File: src/rtl/div_pkg.sv
// -----------------------------------------------------------------------------
// div_pkg
// Shared definitions for the sequential restoring divider (div_seq):
//   WIDTH_DEF  - default operand/result width
//   state_t    - controller state encodings (IDLE / RUN / DONE)
//   cnt_width  - iteration-counter width for a given operand width
//   CNT_W      - iteration-counter width at the default operand width
// -----------------------------------------------------------------------------
package div_pkg;

    localparam int WIDTH_DEF = 16;

    typedef enum logic [1:0] {
        ST_IDLE = 2'd0,
        ST_RUN  = 2'd1,
        ST_DONE = 2'd2
    } state_t;

    // The counter only has to reach WIDTH-1, so clog2(WIDTH) bits suffice.
    function automatic int cnt_width(input int w);
        return (w > 1) ? $clog2(w) : 1;
    endfunction

    localparam int CNT_W = cnt_width(WIDTH_DEF);

endpackage

File: src/rtl/div_step.sv
// -----------------------------------------------------------------------------
// div_step
// One combinational iteration of restoring unsigned division.
// Ports:
//   rem_in   [WIDTH-1:0]  partial remainder entering this step (< divisor)
//   dvd_bit               next dividend bit, MSB first
//   divisor  [WIDTH-1:0]  divisor (non-zero while iterating)
//   rem_out  [WIDTH-1:0]  partial remainder after trial subtract / restore
//   q_bit                 quotient bit produced by this step
// -----------------------------------------------------------------------------
module div_step
    import div_pkg::*;
#(
    parameter int WIDTH = WIDTH_DEF
) (
    input  logic [WIDTH-1:0] rem_in,
    input  logic             dvd_bit,
    input  logic [WIDTH-1:0] divisor,
    output logic [WIDTH-1:0] rem_out,
    output logic             q_bit
);

    // The shifted remainder needs WIDTH+1 bits: rem_in < divisor, so the
    // shifted value is below 2*divisor and can exceed WIDTH bits.
    logic [WIDTH:0] shifted;

    always_comb begin
        // NOTE: every output of a combinational block gets a value on every
        // path; the up-front defaults guarantee no latch is inferred.
        shifted = {rem_in, dvd_bit};
        rem_out = shifted[WIDTH-1:0];
        q_bit   = 1'b0;
        // Trial subtraction succeeds when the result would be non-negative;
        // otherwise the shifted value is kept unchanged (the restore).
        if (shifted >= {1'b0, divisor}) begin
            q_bit   = 1'b1;
            rem_out = WIDTH'(shifted - {1'b0, divisor});
        end
    end

endmodule

File: src/rtl/div_seq.sv
// -----------------------------------------------------------------------------
// div_seq
// Sequential restoring unsigned divider: one quotient bit per clock, MSB
// first, WIDTH iterations per division. Divide-by-zero completes at once.
// Ports:
//   clk                     system clock, rising edge
//   rst                     synchronous active-high reset
//   start                   request a division (ignored while busy)
//   a         [WIDTH-1:0]   dividend, captured on the accepting edge
//   b         [WIDTH-1:0]   divisor, captured on the accepting edge
//   quotient  [WIDTH-1:0]   quotient of the last completed operation
//   remainder [WIDTH-1:0]   remainder of the last completed operation
//   div_by_zero             last completed operation had a zero divisor
//   busy                    operation in progress
//   done                    one-cycle pulse when results become valid
// All outputs are registered. WIDTH must be at least 2.
// -----------------------------------------------------------------------------
module div_seq
    import div_pkg::*;
#(
    parameter int WIDTH = WIDTH_DEF
) (
    input  logic             clk,
    input  logic             rst,
    input  logic             start,
    input  logic [WIDTH-1:0] a,
    input  logic [WIDTH-1:0] b,
    output logic [WIDTH-1:0] quotient,
    output logic [WIDTH-1:0] remainder,
    output logic             div_by_zero,
    output logic             busy,
    output logic             done
);

    localparam int CW = cnt_width(WIDTH);
    localparam logic [CW-1:0] LAST_ITER = CW'(WIDTH - 1);

    state_t          state;
    logic [CW-1:0]   cnt;
    logic [WIDTH-1:0] rem_r;   // partial remainder
    logic [WIDTH-1:0] dvd_r;   // dividend bits shift out of the top while
                               // quotient bits shift in at the bottom
    logic [WIDTH-1:0] dvs_r;   // captured divisor

    logic [WIDTH-1:0] rem_next;
    logic             q_bit;

    div_step #(.WIDTH(WIDTH)) u_step (
        .rem_in  (rem_r),
        .dvd_bit (dvd_r[WIDTH-1]),
        .divisor (dvs_r),
        .rem_out (rem_next),
        .q_bit   (q_bit)
    );

    // NOTE: all state here is assigned with non-blocking (<=) so every
    // register samples pre-edge values, independent of statement order.
    always_ff @(posedge clk) begin
        if (rst) begin
            state       <= ST_IDLE;
            cnt         <= '0;
            rem_r       <= '0;
            dvd_r       <= '0;
            dvs_r       <= '0;
            quotient    <= '0;
            remainder   <= '0;
            div_by_zero <= 1'b0;
            busy        <= 1'b0;
            done        <= 1'b0;
        end else begin
            done <= 1'b0;
            unique case (state)
                ST_IDLE, ST_DONE: begin
                    if (start && (b == '0)) begin
                        // Zero divisor: report immediately, no iterations.
                        state       <= ST_DONE;
                        quotient    <= '1;
                        remainder   <= a;
                        div_by_zero <= 1'b1;
                        done        <= 1'b1;
                        busy        <= 1'b0;
                    end else if (start) begin
                        state <= ST_RUN;
                        dvd_r <= a;
                        dvs_r <= b;
                        rem_r <= '0;
                        cnt   <= '0;
                        busy  <= 1'b1;
                    end else begin
                        state <= ST_IDLE;
                        busy  <= 1'b0;
                    end
                end

                ST_RUN: begin
                    rem_r <= rem_next;
                    dvd_r <= {dvd_r[WIDTH-2:0], q_bit};
                    cnt   <= cnt + 1'b1;
                    if (cnt == LAST_ITER) begin
                        // Final bit: publish results straight from the step
                        // so they appear together with the done pulse.
                        state       <= ST_DONE;
                        quotient    <= {dvd_r[WIDTH-2:0], q_bit};
                        remainder   <= rem_next;
                        div_by_zero <= 1'b0;
                        done        <= 1'b1;
                        busy        <= 1'b0;
                    end
                end

                default: begin
                    state <= ST_IDLE;
                    busy  <= 1'b0;
                end
            endcase
        end
    end

endmodule
File: config.mk
export PLATFORM = sky130hd
export DESIGN_NAME = div_seq
export DESIGN_NICKNAME = d
export VERILOG_FILES = /design/src/rtl/div_pkg.sv /design/src/rtl/div_step.sv /design/src/rtl/div_seq.sv
export SDC_FILE = /design/constraint.sdc
export NUM_CORES = 1
export LEC_CHECK = 0
export ABC_AREA = 1
export CAP_MARGIN = 20
export CORE_MARGIN = 10
export CORE_UTILIZATION = 55
export DETAILED_ROUTE_END_ITERATION = 10
export PLACE_DENSITY = 0.8
export SETUP_SLACK_MARGIN = 0.5
export SLEW_MARGIN = 20
export SYNTH_ARGS = -nofsm -noshare
export SYNTH_HDL_FRONTEND = slang
export SYNTH_SLANG_ARGS = --single-unit
File: constraint.sdc
create_clock -name clk -period 2.8 [get_ports clk]
set_clock_uncertainty 0.15 [all_clocks]
set_input_delay 0.56 -clock clk [delete_from_list [all_inputs] [get_ports clk]]
set_output_delay 0.56 -clock clk [all_outputs]
set_load 0.1 [all_outputs]
Yosys cells after proc, flatten, opt, wreduce, memory -nomap -nowiden
Cells that the tools add are included.
- bits in read-only memories: 0
- input port bits: 35
- bits in latches: 0
- memories kept: 0
- output and inout port bits: 35
- flip-flop bits (word level): 89
- memory bits (writable): 0
- mux-type cells: 30
- add/subtract/negate cells: 2
- reductions and logical operators: 8
- div/mod/pow operators: 0
- $mul: 0
- equality and inequality tests: 7
- shift operators: 0
- bitwise logic cells: 1
- magnitude comparators: 1
- operators by type and width (kind ; count):
    $mux 16 ; 9
    $pmux 16 s2 ; 4
    $ge 17x16->1 ; 1
    $logic_not 16->1 ; 1
    $sub 16x16->16 ; 1
    $reduce_and 3->1 ; 3
    $mux 1 ; 8
    $mux 4 ; 2
    $ne 2x2->1 const B ; 4
    $pmux 4 s2 ; 1
    $pmux 1 s2 ; 3
    $add 4x1->4 const B ; 1
    $eq 4x4->1 const B ; 1
    $mux 2 ; 2
    $pmux 2 s2 ; 1
    $eq 2x1->1 const B ; 1
    $eq 2x2->1 const B ; 1
    $logic_not 2->1 ; 1
    $reduce_bool 2->1 ; 1
    $reduce_or 2->1 ; 1
    $logic_and 1x1->1 ; 1
    $not 1->1 ; 1

Longest topological paths before layout
Gate-level depths: netlist of run 1.
- depth in word-level cells: 4
- depth in mapped cells: 16
- depth with buffers taken out: 15

By module
From an unflattened synthesis of run 1, not the netlist that was laid out.
- cells, all modules: 823
- area total of the unflattened synthesis: 5346.4 sq um
- by module, submodules not included (module ; times used ; area an instance (sq um) ; seq. area each (sq um) ; cells an instance):
    div_seq ; 1 ; 3991.3 ; 1781.7 ; 554
    div_step ; 1 ; 1355.0 ; 0.0 ; 269

Worst setup path before layout of run 1
OpenSTA, ideal clock, no wires.
- kind: register to register
- start point: register dvs_r[12]
- end point: register quotient[0]
- cell stages (with the launch flop): 14
- setup slack: 844 ps
- period minus slack after synthesis: 1956 ps
- library setup time: 118 ps
- data arrival time: 1688 ps
- path buffers: 1
- path through: dfxtp_1 inv_1 ha_1 nand2_1 inv_1 nand2_1 nand2_1 nand2_1 nand2_1 nor2_8 buf_4 nand4_1 o211ai_1 inv_1
- word-level cells in the longest chain between the ends: 4
- RTL lines (what ; line ; RTL):
    start, declared ; div_seq.sv:43 ; logic [WIDTH-1:0] dvs_r;
    start signal, assigned ; div_seq.sv:64 ; dvs_r <= '0;
    start signal, assigned ; div_seq.sv:85 ; dvs_r <= b;
    $ge 17x16->1 ; div_step.sv:35 ; if (shifted >= {1'b0, divisor}) begin
    $mux 1 ; div_step.sv:35 ;
    $mux 16 ; div_seq.sv:99 ; if (cnt == LAST_ITER) begin
    $pmux 16 s2 ; div_seq.sv:72 ; unique case (state)
    end signal, assigned ; div_seq.sv:103 ; quotient <= {dvd_r[WIDTH-2:0], q_bit};
    end, declared ; div_seq.sv:28 ; output logic [WIDTH-1:0] quotient,
Every way passes these cells. The select of a mux whose other input is x is not followed.
A chain may end at the register's enable or synchronous reset.

Worst setup path after layout of run 1
- start point: register rem_r[10]
- end point: register remainder[8]
- word-level cells in the longest chain between the ends: 4
- RTL lines (what ; line ; RTL):
    start, declared ; div_seq.sv:40 ; logic [WIDTH-1:0] rem_r;
    start signal, assigned ; div_seq.sv:96 ; rem_r <= rem_next;
    $ge 17x16->1 ; div_step.sv:35 ;
    $mux 16 ; div_step.sv:35 ;
    $mux 16 ; div_seq.sv:99 ;
    $pmux 16 s2 ; div_seq.sv:72 ;
    end signal, assigned ; div_seq.sv:104 ; remainder <= rem_next;
    end, declared ; div_seq.sv:29 ; output logic [WIDTH-1:0] remainder,
Every way passes these cells. The select of a mux whose other input is x is not followed.

==> metrics.txt, run 1 <==
# TYPE chip_impl_metric gauge
chip_impl_metric{name="port-buffer-count",unit=""} 69
chip_impl_metric{name="drc_errors",unit=""} 0
chip_impl_info{name="synth_largest_area_cell",value="sky130_fd_sc_hd__dfxtp_1"} 1
chip_impl_metric{name="clkLatencyLatePin",unit="ps"} 370
chip_impl_metric{name="number_of_flops_mapped_to_enable_cells_by_yosys",unit=""} 0
chip_impl_metric{name="largest_net_degree_at_the_start_of_global_routing",unit=""} 59
chip_impl_metric{name="finalSetupViolations",unit=""} 0
chip_impl_metric{name="ir_drop",unit="V"} 0.000372
chip_impl_metric{name="final_hold_viol_count",unit=""} 0
chip_impl_metric{name="drt-initial-drc-count",unit=""} 372
chip_impl_metric{name="global_route.usage.met2",unit=""} 0.353
chip_impl_metric{name="stdcell_area",unit="sq um"} 6080
chip_impl_metric{name="drt_pass1_iterations",unit=""} 5
chip_impl_metric{name="die_height",unit="um"} 116
chip_impl_metric{name="yosys_register_bits",unit=""} 89
chip_impl_metric{name="clock_tree.buffer_depth",unit=""} 2
chip_impl_metric{name="routed-via-count",unit=""} 5044
chip_impl_metric{name="grt_util_all_layers",unit=""} 0.210
chip_impl_metric{name="yosysSeqAreaShare",unit=""} 0.355
chip_impl_metric{name="critical_path_arrival",unit="ps"} 2370
chip_impl_info{name="critical_path.reg2reg.startpoint",value="rem_r[10]"} 1
chip_impl_metric{name="critPathRequiredTime",unit="ps"} 2970
chip_impl_metric{name="synth_nets",unit=""} 807
chip_impl_metric{name="drive_above_1_share",unit=""} 0.147
chip_impl_metric{name="cts_hold_buf",unit=""} 0
chip_impl_metric{name="dp_hpwl",unit="um"} 10800
chip_impl_info{name="grt_most_used_layer",value="met2"} 1
chip_impl_metric{name="number_of_clock_sinks_seen_by_cts",unit=""} 89
chip_impl_metric{name="floorplan.die.width",unit="um"} 116
chip_impl_metric{name="initial_antenna_violation_count",unit=""} 0
chip_impl_metric{name="route.final.wire_length",unit="um"} 14000
chip_impl_metric{name="globalRouteMet3Util",unit=""} 0.0326
chip_impl_metric{name="core_footprint",unit="sq um"} 8810
chip_impl_metric{name="grt_pass1_wl",unit="um"} 22800
chip_impl_metric{name="max_slew.worst_pin.slew",unit="ps"} 629
chip_impl_metric{name="power.density",unit="nW/um^2"} 596
chip_impl_metric{name="fillerInstances",unit=""} 781
chip_impl_metric{name="multiInputGateArea",unit="sq um"} 2760
chip_impl_metric{name="placed_cell_area",unit="sq um"} 5680
chip_impl_metric{name="grt.overflow.total",unit=""} 0
chip_impl_info{name="timing.critical_path.to_type",value="register"} 1
chip_impl_info{name="worstHoldPathType",value="register to register"} 1
chip_impl_metric{name="slew_headroom",unit=""} 0.581
chip_impl_info{name="synthMostInstantiatedCell",value="sky130_fd_sc_hd__nand2_1"} 1
chip_impl_metric{name="area_delta_synth_final",unit="%"} 21.2
chip_impl_metric{name="place_congestion",unit=""} 0.880
chip_impl_metric{name="p_leak",unit="nW"} 3.31
chip_impl_info{name="clock_tree.root_cell",value="sky130_fd_sc_hd__clkbuf_8"} 1
chip_impl_metric{name="synthCells",unit=""} 754
chip_impl_metric{name="antenna_cells_inserted",unit=""} 0
chip_impl_metric{name="fin_tns_setup",unit="ps"} 0
chip_impl_metric{name="vias_per_cell",unit=""} 5.41
chip_impl_metric{name="start_util",unit=""} 0.570
chip_impl_info{name="worstHoldStart",value="dvs_r[5]"} 1
chip_impl_metric{name="seq_area",unit="sq um"} 1790
chip_impl_metric{name="met1_usage",unit=""} 0.265
chip_impl_metric{name="final_net_count",unit=""} 872
chip_impl_metric{name="synthDistinctLibCells",unit=""} 33
chip_impl_metric{name="row_count",unit=""} 34
chip_impl_info{name="cts_tree",value="done"} 1
chip_impl_info{name="post_synth_main_area_contributors",value="sky130_fd_sc_hd__dfxtp_1 (35%), sky130_fd_sc_hd__nand2_1 (17%), sky130_fd_sc_hd__inv_1 (8.4%)"} 1
chip_impl_metric{name="first_global_vias",unit=""} 4798
chip_impl_metric{name="finalWorstPathRequiredPeriod",unit="ps"} 2200
chip_impl_metric{name="cap_violations",unit=""} 0
chip_impl_metric{name="design.portCount",unit=""} 70
chip_impl_info{name="dominantRegCellSynth",value="sky130_fd_sc_hd__dfxtp_1"} 1
chip_impl_metric{name="synth_area",unit="sq um"} 5020
chip_impl_metric{name="worstPathMaxFanout",unit=""} 7
chip_impl_info{name="worstSetupStartpointType",value="register"} 1
chip_impl_metric{name="synthDominantCellAreaShare",unit=""} 0.355
chip_impl_metric{name="cts-buffers-inserted",unit=""} 9
chip_impl_info{name="ys_top_cells_by_count",value="sky130_fd_sc_hd__nand2_1 (232), sky130_fd_sc_hd__inv_1 (113), sky130_fd_sc_hd__dfxtp_1 (89)"} 1
chip_impl_metric{name="fin_max_slew_vios",unit=""} 0
chip_impl_metric{name="htreeDepth",unit=""} 3
chip_impl_metric{name="finalCritPeriodShare",unit=""} 0.785
chip_impl_info{name="critical_path_startpoint",value="rem_r[10]"} 1
chip_impl_metric{name="die_area",unit="sq um"} 13400
chip_impl_info{name="outcome",value="complete, no violations"} 1
chip_impl_info{name="timing_worst_setup_path_type",value="register to register"} 1
chip_impl_metric{name="avgSynthCellArea",unit="sq um"} 6.66
chip_impl_metric{name="async_flop_share",unit=""} 0
chip_impl_metric{name="worst_setup_hold_path_clk_slew",unit="ps"} 100
chip_impl_metric{name="drt-wirelength-per-cell",unit="um"} 15.0
chip_impl_metric{name="max_freq",unit="MHz"} 455
chip_impl_metric{name="synthesis.yosys.warnings",unit=""} 0
chip_impl_metric{name="detail-route-antenna-nets",unit=""} 0
chip_impl_info{name="rsz0062_at_grt",value="yes"} 1
## repair_timing
| action | CTS | global route |
|---|---|---|
| endpoints found under the hold margin | 0 | 0 |
| pin swaps | 1 | 3 |
| setup buffers | 6 | 0 |
| gates cloned | 0 | 2 |
| resized for setup | 1 | 20 |
| endpoints found under the setup margin | 32 | 30 |
## power by group
group          total (mW)  leakage, nW  switching (mW)  internal [mW]
Sequential           1.41        0.727          0.0704           1.34
Clock               0.833       0.0810           0.500          0.334
Combinational        1.38         2.50           0.870          0.510
Total                3.63         3.31            1.44           2.19
## cells by family after synthesis
| group | Yosys count | synth area share |
|---|---|---|
| buf+inv | 151 | 0.122 |
| compound gates | 97 | 0.103 |
| flops | 89 | 0.355 |
| fa+ha+maj | 18 | 0.0463 |
| simple gates | 392 | 0.362 |
| xor+xnor | 7 | 0.0122 |
## routing by layer
metal | routed length, um | vias up
met5 | 0 | -
met4 | 229 | 0
met3 | 826 | 21
met2 | 6720 | 142
met1 | 6240 | 2344
li1 | - | 2537
## worst max-delay path, stage by stage, from the launching register on
cell	delay (ps)
sky130_fd_sc_hd__dfxtp_1	480
sky130_fd_sc_hd__ha_4	270
sky130_fd_sc_hd__nand2_1	110
sky130_fd_sc_hd__inv_1	50
sky130_fd_sc_hd__nand2_1	60
sky130_fd_sc_hd__nand2_1	60
sky130_fd_sc_hd__nand2_1	50
sky130_fd_sc_hd__nand2_1	120
sky130_fd_sc_hd__nor2_8	230
sky130_fd_sc_hd__buf_4	200
sky130_fd_sc_hd__nand4_2	120
sky130_fd_sc_hd__nand3_1	150
sky130_fd_sc_hd__nand2_1	60
sky130_fd_sc_hd__inv_1	40
## registers in the layout, summed over array words and instances, names as in the netlist
name / cells
dvs_r: 16
done: 1
cnt: 4
state: 2
rem_r: 16
quotient: 16
remainder: 16
div_by_zero: 1
dvd_r: 16
busy: 1
## layout make-up
class	count	area share
inverter	118	0.0728
clock buffer	10	0.0210
multi-input combinational	515	0.454
tap	108	0.0222
sequential	89	0.294
clock inverter	6	0.00843
timing repair buffer	86	0.128
## cells in the final DEF, fill, tap and decap left out, drive strengths merged, types with 17 or more instances in the layout
cell           synthesis  final
nand3                 84     84
clkdlybuf4s50          0     34
nand4                 20     20
nor2                  47     47
ha                    17     17
a21oi                 28     28
nand2                236    237
inv                  118    120
buf                   15     51
o21ai                 49     49
dfxtp                 89     89
## path summary, 6_finish.rpt
path                        to  slack, ps  depth (start not counted)
hold reg to reg       dvs_r[5]        320                          2
setup / recovery  remainder[8]        600                         13
hold / removal        dvs_r[5]        320                          2
setup reg to reg  remainder[8]        600                         13
## metrics by stage
step	power [mW]	instances	utilization	hold WS, ps	worst slack, ps
global placement	2.62	908	0.645	297	365
floorplan	2.39	754	-	283	844
global route	3.85	932	0.691	343	463
detailed placement	2.65	908	0.645	306	285
finish	3.63	932	0.691	318	602
CTS	3.54	930	0.672	320	515
No activity file was read; power rests on OpenSTA's default activity.
==> inputs of run 2 (changes only) <==
--- a/config.mk
+++ b/config.mk
@@ -8,9 +8,9 @@
 export ABC_AREA = 1
 export CAP_MARGIN = 20
 export CORE_MARGIN = 10
-export CORE_UTILIZATION = 55
+export CORE_UTILIZATION = 50
 export DETAILED_ROUTE_END_ITERATION = 10
-export PLACE_DENSITY = 0.8
+export PLACE_DENSITY = 0.77
 export SETUP_SLACK_MARGIN = 0.5
 export SLEW_MARGIN = 20
 export SYNTH_ARGS = -nofsm -noshare
==> constraint.sdc (replaced) <==
create_clock -name clk -period 1.91 [get_ports clk]
set_clock_uncertainty 0.15 [all_clocks]
set_input_delay 0.382 -clock clk [delete_from_list [all_inputs] [get_ports clk]]
set_output_delay 0.382 -clock clk [all_outputs]
set_load 0.1 [all_outputs]
==> metrics.txt, run 2 <==
# TYPE chip_impl_metric gauge
chip_impl_info{name="outcome",value="stopped before the end"} 1
chip_impl_info{name="outcome.stop_stage",value="global routing (5_1_grt)"} 1
chip_impl_info{name="error_message",value="[ERROR DPL-0038] Utilization greater than 100%, impossible to legalize"} 1
chip_impl_metric{name="synth_area",unit="sq um"} 5020
chip_impl_metric{name="synthSimpleGateAreaFrac",unit=""} 0.362
chip_impl_metric{name="yosysSeqAreaShare",unit=""} 0.355
chip_impl_metric{name="avgSynthCellArea",unit="sq um"} 6.66
chip_impl_metric{name="dp_hpwl",unit="um"} 11800
chip_impl_info{name="ys_top_cells_by_count",value="sky130_fd_sc_hd__nand2_1 (232), sky130_fd_sc_hd__inv_1 (113), sky130_fd_sc_hd__dfxtp_1 (89)"} 1
chip_impl_metric{name="number_of_flops_mapped_to_enable_cells_by_yosys",unit=""} 0
chip_impl_metric{name="cts-buffers-inserted",unit=""} 9
chip_impl_info{name="worst_endpoint",value="remainder[15]$_SDFFE_PP0P_/D"} 1
chip_impl_info{name="clock_tree.root_cell",value="sky130_fd_sc_hd__clkbuf_8"} 1
chip_impl_metric{name="start_util",unit=""} 0.514
chip_impl_metric{name="synthCells",unit=""} 754
chip_impl_metric{name="compound_gate_portion_of_the_synthesized_area",unit=""} 0.103
chip_impl_metric{name="synth-adder-area-share",unit=""} 0.0463
chip_impl_metric{name="synth-xor-area-share",unit=""} 0.0122
chip_impl_metric{name="cts_hold_buf",unit=""} 0
chip_impl_metric{name="htreeDepth",unit=""} 3
chip_impl_metric{name="synthDominantCellAreaShare",unit=""} 0.355
chip_impl_info{name="synth_largest_area_cell",value="sky130_fd_sc_hd__dfxtp_1"} 1
chip_impl_metric{name="place_congestion",unit=""} 0.882
chip_impl_metric{name="floorplan.die.width",unit="um"} 120
chip_impl_metric{name="clock_tree.buffer_depth",unit=""} 2
chip_impl_metric{name="row_count",unit=""} 36
chip_impl_info{name="worst-ep-kind",value="register data pin"} 1
chip_impl_metric{name="number_of_clock_sinks_seen_by_cts",unit=""} 89
chip_impl_metric{name="synthesis.yosys.warnings",unit=""} 0
chip_impl_metric{name="synth_nets",unit=""} 807
chip_impl_metric{name="largest_net_degree_at_the_start_of_global_routing",unit=""} 37
chip_impl_metric{name="die_height",unit="um"} 120
chip_impl_metric{name="muxShareOfSynthArea",unit=""} 0
chip_impl_metric{name="async_flop_share",unit=""} 0
chip_impl_info{name="synthMostInstantiatedCell",value="sky130_fd_sc_hd__nand2_1"} 1
chip_impl_metric{name="design.portCount",unit=""} 70
chip_impl_metric{name="synthDistinctLibCells",unit=""} 33
chip_impl_metric{name="port-buffer-count",unit=""} 69
chip_impl_info{name="post_synth_main_area_contributors",value="sky130_fd_sc_hd__dfxtp_1 (35%), sky130_fd_sc_hd__nand2_1 (17%), sky130_fd_sc_hd__inv_1 (8.4%)"} 1
chip_impl_info{name="synth_top_family_by_area",value="simple AND/OR/NAND/NOR gates"} 1
chip_impl_info{name="dominantRegCellSynth",value="sky130_fd_sc_hd__dfxtp_1"} 1
chip_impl_metric{name="yosys_register_bits",unit=""} 89
==> run 2: cell counts after synthesis <==
No cell type changed its count.
==> run 2: what timing repair did <==
action	4_1_cts
resized for setup	330
cloned	20
setup buffers	55
pin swaps	80
setup endpoints to repair	124
==> run 2: metrics by stage <==
stage | setup WS (ps) | instances | cell area [sq um]
after global placement | -332 | 1009 | 7070
after floorplan | 12.0 | 754 | 5340
after detailed placement | -403 | 1009 | 7070
after CTS | -89.2 | 1100 | 9100
==> run 2: logic make-up after synthesis <==
logic type,after synthesis
xor gates and xnor gates,7
DFF,89
adders and majority gates,18
and+or+nand+nor,392
AOI/OAI and AO/OA,97
buffers and inverters,151
==> inputs of run 3 (changes only) <==
--- a/config.mk
+++ b/config.mk
@@ -8,10 +8,9 @@
 export ABC_AREA = 1
 export CAP_MARGIN = 20
 export CORE_MARGIN = 10
-export CORE_UTILIZATION = 50
+export CORE_UTILIZATION = 40
 export DETAILED_ROUTE_END_ITERATION = 10
-export PLACE_DENSITY = 0.77
-export SETUP_SLACK_MARGIN = 0.5
+export PLACE_DENSITY_LB_ADDON = 0.15
 export SLEW_MARGIN = 20
 export SYNTH_ARGS = -nofsm -noshare
 export SYNTH_HDL_FRONTEND = slang
==> constraint.sdc (replaced) <==
create_clock -name clk -period 2.5 [get_ports clk]
set_clock_uncertainty 0.15 [all_clocks]
set_input_delay 0.5 -clock clk [delete_from_list [all_inputs] [get_ports clk]]
set_output_delay 0.5 -clock clk [all_outputs]
set_load 0.1 [all_outputs]
==> metrics.txt, run 3 (synthesis results as in run 1) <==
# TYPE chip_impl_metric gauge
chip_impl_metric{name="max_slew.worst_pin.slew",unit="ps"} 661
chip_impl_metric{name="global_route.usage.met2",unit=""} 0.269
chip_impl_metric{name="initial_antenna_violation_count",unit=""} 0
chip_impl_metric{name="critPathRequiredTime",unit="ps"} 2600
chip_impl_metric{name="final_net_count",unit=""} 874
chip_impl_metric{name="drt_pass1_iterations",unit=""} 4
chip_impl_info{name="clock_tree.root_cell",value="sky130_fd_sc_hd__clkbuf_16"} 1
chip_impl_metric{name="floorplan.die.width",unit="um"} 132
chip_impl_metric{name="cap_violations",unit=""} 0
chip_impl_metric{name="power.density",unit="nW/um^2"} 701
chip_impl_metric{name="detail-route-antenna-nets",unit=""} 0
chip_impl_metric{name="slew_headroom",unit=""} 0.559
chip_impl_metric{name="critical_path_arrival",unit="ps"} 2410
chip_impl_metric{name="clkLatencyLatePin",unit="ps"} 350
chip_impl_metric{name="p_leak",unit="nW"} 3.37
chip_impl_metric{name="port-buffer-count",unit=""} 69
chip_impl_metric{name="worst_setup_hold_path_clk_slew",unit="ps"} 70
chip_impl_info{name="cpLargestDelayFamily",value="simple AND/OR/NAND/NOR gates"} 1
chip_impl_metric{name="design.portCount",unit=""} 70
chip_impl_info{name="mostFrequentLayoutCell",value="sky130_fd_sc_hd__nand2_1"} 1
chip_impl_metric{name="die_height",unit="um"} 132
chip_impl_info{name="worstSetupStartpointType",value="register"} 1
chip_impl_metric{name="grt_pass1_wl",unit="um"} 23700
chip_impl_metric{name="antenna_cells_inserted",unit=""} 0
chip_impl_metric{name="htreeDepth",unit=""} 3
chip_impl_metric{name="core_footprint",unit="sq um"} 12200
chip_impl_metric{name="routed-via-count",unit=""} 4787
chip_impl_info{name="cts_tree",value="done"} 1
chip_impl_metric{name="row_count",unit=""} 40
chip_impl_metric{name="cts-buffers-inserted",unit=""} 9
chip_impl_metric{name="start_util",unit=""} 0.413
chip_impl_metric{name="finalSetupViolations",unit=""} 0
chip_impl_metric{name="finalCritPeriodShare",unit=""} 0.922
chip_impl_metric{name="vias_per_cell",unit=""} 4.82
chip_impl_info{name="worstPathCellList",value="ha_1, nand2_1, nor2_2, nand3_1, nor2_2, nor2_8, buf_12, nand4_1, nand3_1, nand2_1, inv_1"} 1
chip_impl_metric{name="postCtsSetupRepairBufs",unit=""} 0
chip_impl_metric{name="drc_errors",unit=""} 0
chip_impl_metric{name="area_delta_synth_final",unit="%"} 22.9
chip_impl_metric{name="crit_path_max_incr_delay",unit="ps"} 420
chip_impl_metric{name="largest_net_degree_at_the_start_of_global_routing",unit=""} 66
chip_impl_metric{name="route.final.wire_length",unit="um"} 14300
chip_impl_metric{name="drt-initial-drc-count",unit=""} 374
chip_impl_metric{name="final_hold_viol_count",unit=""} 0
chip_impl_metric{name="fin_tns_setup",unit="ps"} 0
chip_impl_metric{name="globalRouteMet3Util",unit=""} 0.0389
chip_impl_info{name="worst_path_max_delay_cell",value="sky130_fd_sc_hd__ha_1"} 1
chip_impl_info{name="most_frequent_cells_in_the_layout",value="sky130_fd_sc_hd__nand2_1 (232), sky130_fd_sc_hd__inv_1 (113), sky130_fd_sc_hd__dfxtp_1 (89)"} 1
chip_impl_metric{name="number_of_clock_sinks_seen_by_cts",unit=""} 89
chip_impl_metric{name="max_freq",unit="MHz"} 434
chip_impl_metric{name="die_area",unit="sq um"} 17400
chip_impl_metric{name="met1_usage",unit=""} 0.209
chip_impl_metric{name="finalWorstPathRequiredPeriod",unit="ps"} 2300
chip_impl_info{name="timing.critical_path.to_type",value="register"} 1
chip_impl_metric{name="drive_above_1_share",unit=""} 0.130
chip_impl_info{name="timing_worst_setup_path_type",value="register to register"} 1
chip_impl_metric{name="first_global_vias",unit=""} 4681
chip_impl_metric{name="worstPathMaxFanout",unit=""} 12
chip_impl_metric{name="drt-wirelength-per-cell",unit="um"} 14.4
chip_impl_info{name="outcome",value="complete, no violations"} 1
chip_impl_metric{name="clock_tree.buffer_depth",unit=""} 2
chip_impl_metric{name="fin_max_slew_vios",unit=""} 0
chip_impl_metric{name="p_total",unit="mW"} 4.32
chip_impl_metric{name="path_buf_inv",unit=""} 2
chip_impl_metric{name="grt_util_all_layers",unit=""} 0.164
chip_impl_metric{name="place_congestion",unit=""} 0.858
chip_impl_metric{name="dp_hpwl",unit="um"} 11000
chip_impl_metric{name="grt.overflow.total",unit=""} 0
chip_impl_info{name="grt_most_used_layer",value="met2"} 1
chip_impl_metric{name="post_cts.resized_instances",unit=""} 0
chip_impl_metric{name="ir_drop",unit="V"} 0.000487
chip_impl_metric{name="cts_hold_buf",unit=""} 0
chip_impl_info{name="worstHoldPathType",value="register to register"} 1
chip_impl_info{name="rsz0062_at_grt",value="no"} 1
-- run 3: cell type report --
type                       count  area [sq um]
clock inverter                 7          53.8
inverter                     118           443
sequential                    89          1780
clock buffer                   9           225
tap                          168           210
timing repair buffer          89           828
multi-input combinational    514          2630
fill                        1244          5990
-- run 3: path summary, 6_finish.rpt --
path | start | end | slack (ps) | depth (start not counted)
max | rem_r[8] | remainder[0] | 200 | 11
min | dvs_r[15] | dvs_r[15] | 310 | 2
max reg2reg | rem_r[8] | remainder[0] | 200 | 11
min reg2reg | dvs_r[15] | dvs_r[15] | 310 | 2
-- run 3: metal layers --
layer | share of wire | vias to the layer above
li1 | - | 2529
met1 | 0.47 | 2144
met2 | 0.47 | 98
met3 | 0.044 | 16
met4 | 0.016 | 0
met5 | 0 | -
-- run 3: report_power, final --
| part | leakage [nW] | internal (mW) | total [mW] | switching (mW) |
|---|---|---|---|---|
| logic | 2.51 | 0.510 | 1.44 | 0.926 |
| registers | 0.726 | 1.50 | 1.58 | 0.0721 |
| clock network | 0.134 | 0.683 | 1.31 | 0.628 |
| total | 3.37 | 2.70 | 4.32 | 1.63 |
-- run 3: stage by stage --
step / setup slack, ps / instances / hold slack [ps] / utilization / area [sq um]
after CTS: 182 / 994 / 310 / 0.507 / 6170
after global placement: 73.5 / 978 / 300 / 0.484 / 5890
after detailed placement: 79.0 / 978 / 301 / 0.484 / 5890
after global routing: 33.6 / 994 / 334 / 0.507 / 6170
after floorplan: 544 / 754 / 283 / - / 5020
final: 196 / 994 / 307 / 0.507 / 6170
-- run 3: worst reg2reg max path, stage by stage (launching register included) --
cell and delay (ps):
sky130_fd_sc_hd__dfxtp_1 380, sky130_fd_sc_hd__ha_1 420, sky130_fd_sc_hd__nand2_1 130, sky130_fd_sc_hd__nor2_2 150, sky130_fd_sc_hd__nand3_1 100, sky130_fd_sc_hd__nor2_2 250
sky130_fd_sc_hd__nor2_8 120, sky130_fd_sc_hd__buf_12 170, sky130_fd_sc_hd__nand4_1 110, sky130_fd_sc_hd__nand3_1 120, sky130_fd_sc_hd__nand2_1 70, sky130_fd_sc_hd__inv_1 30
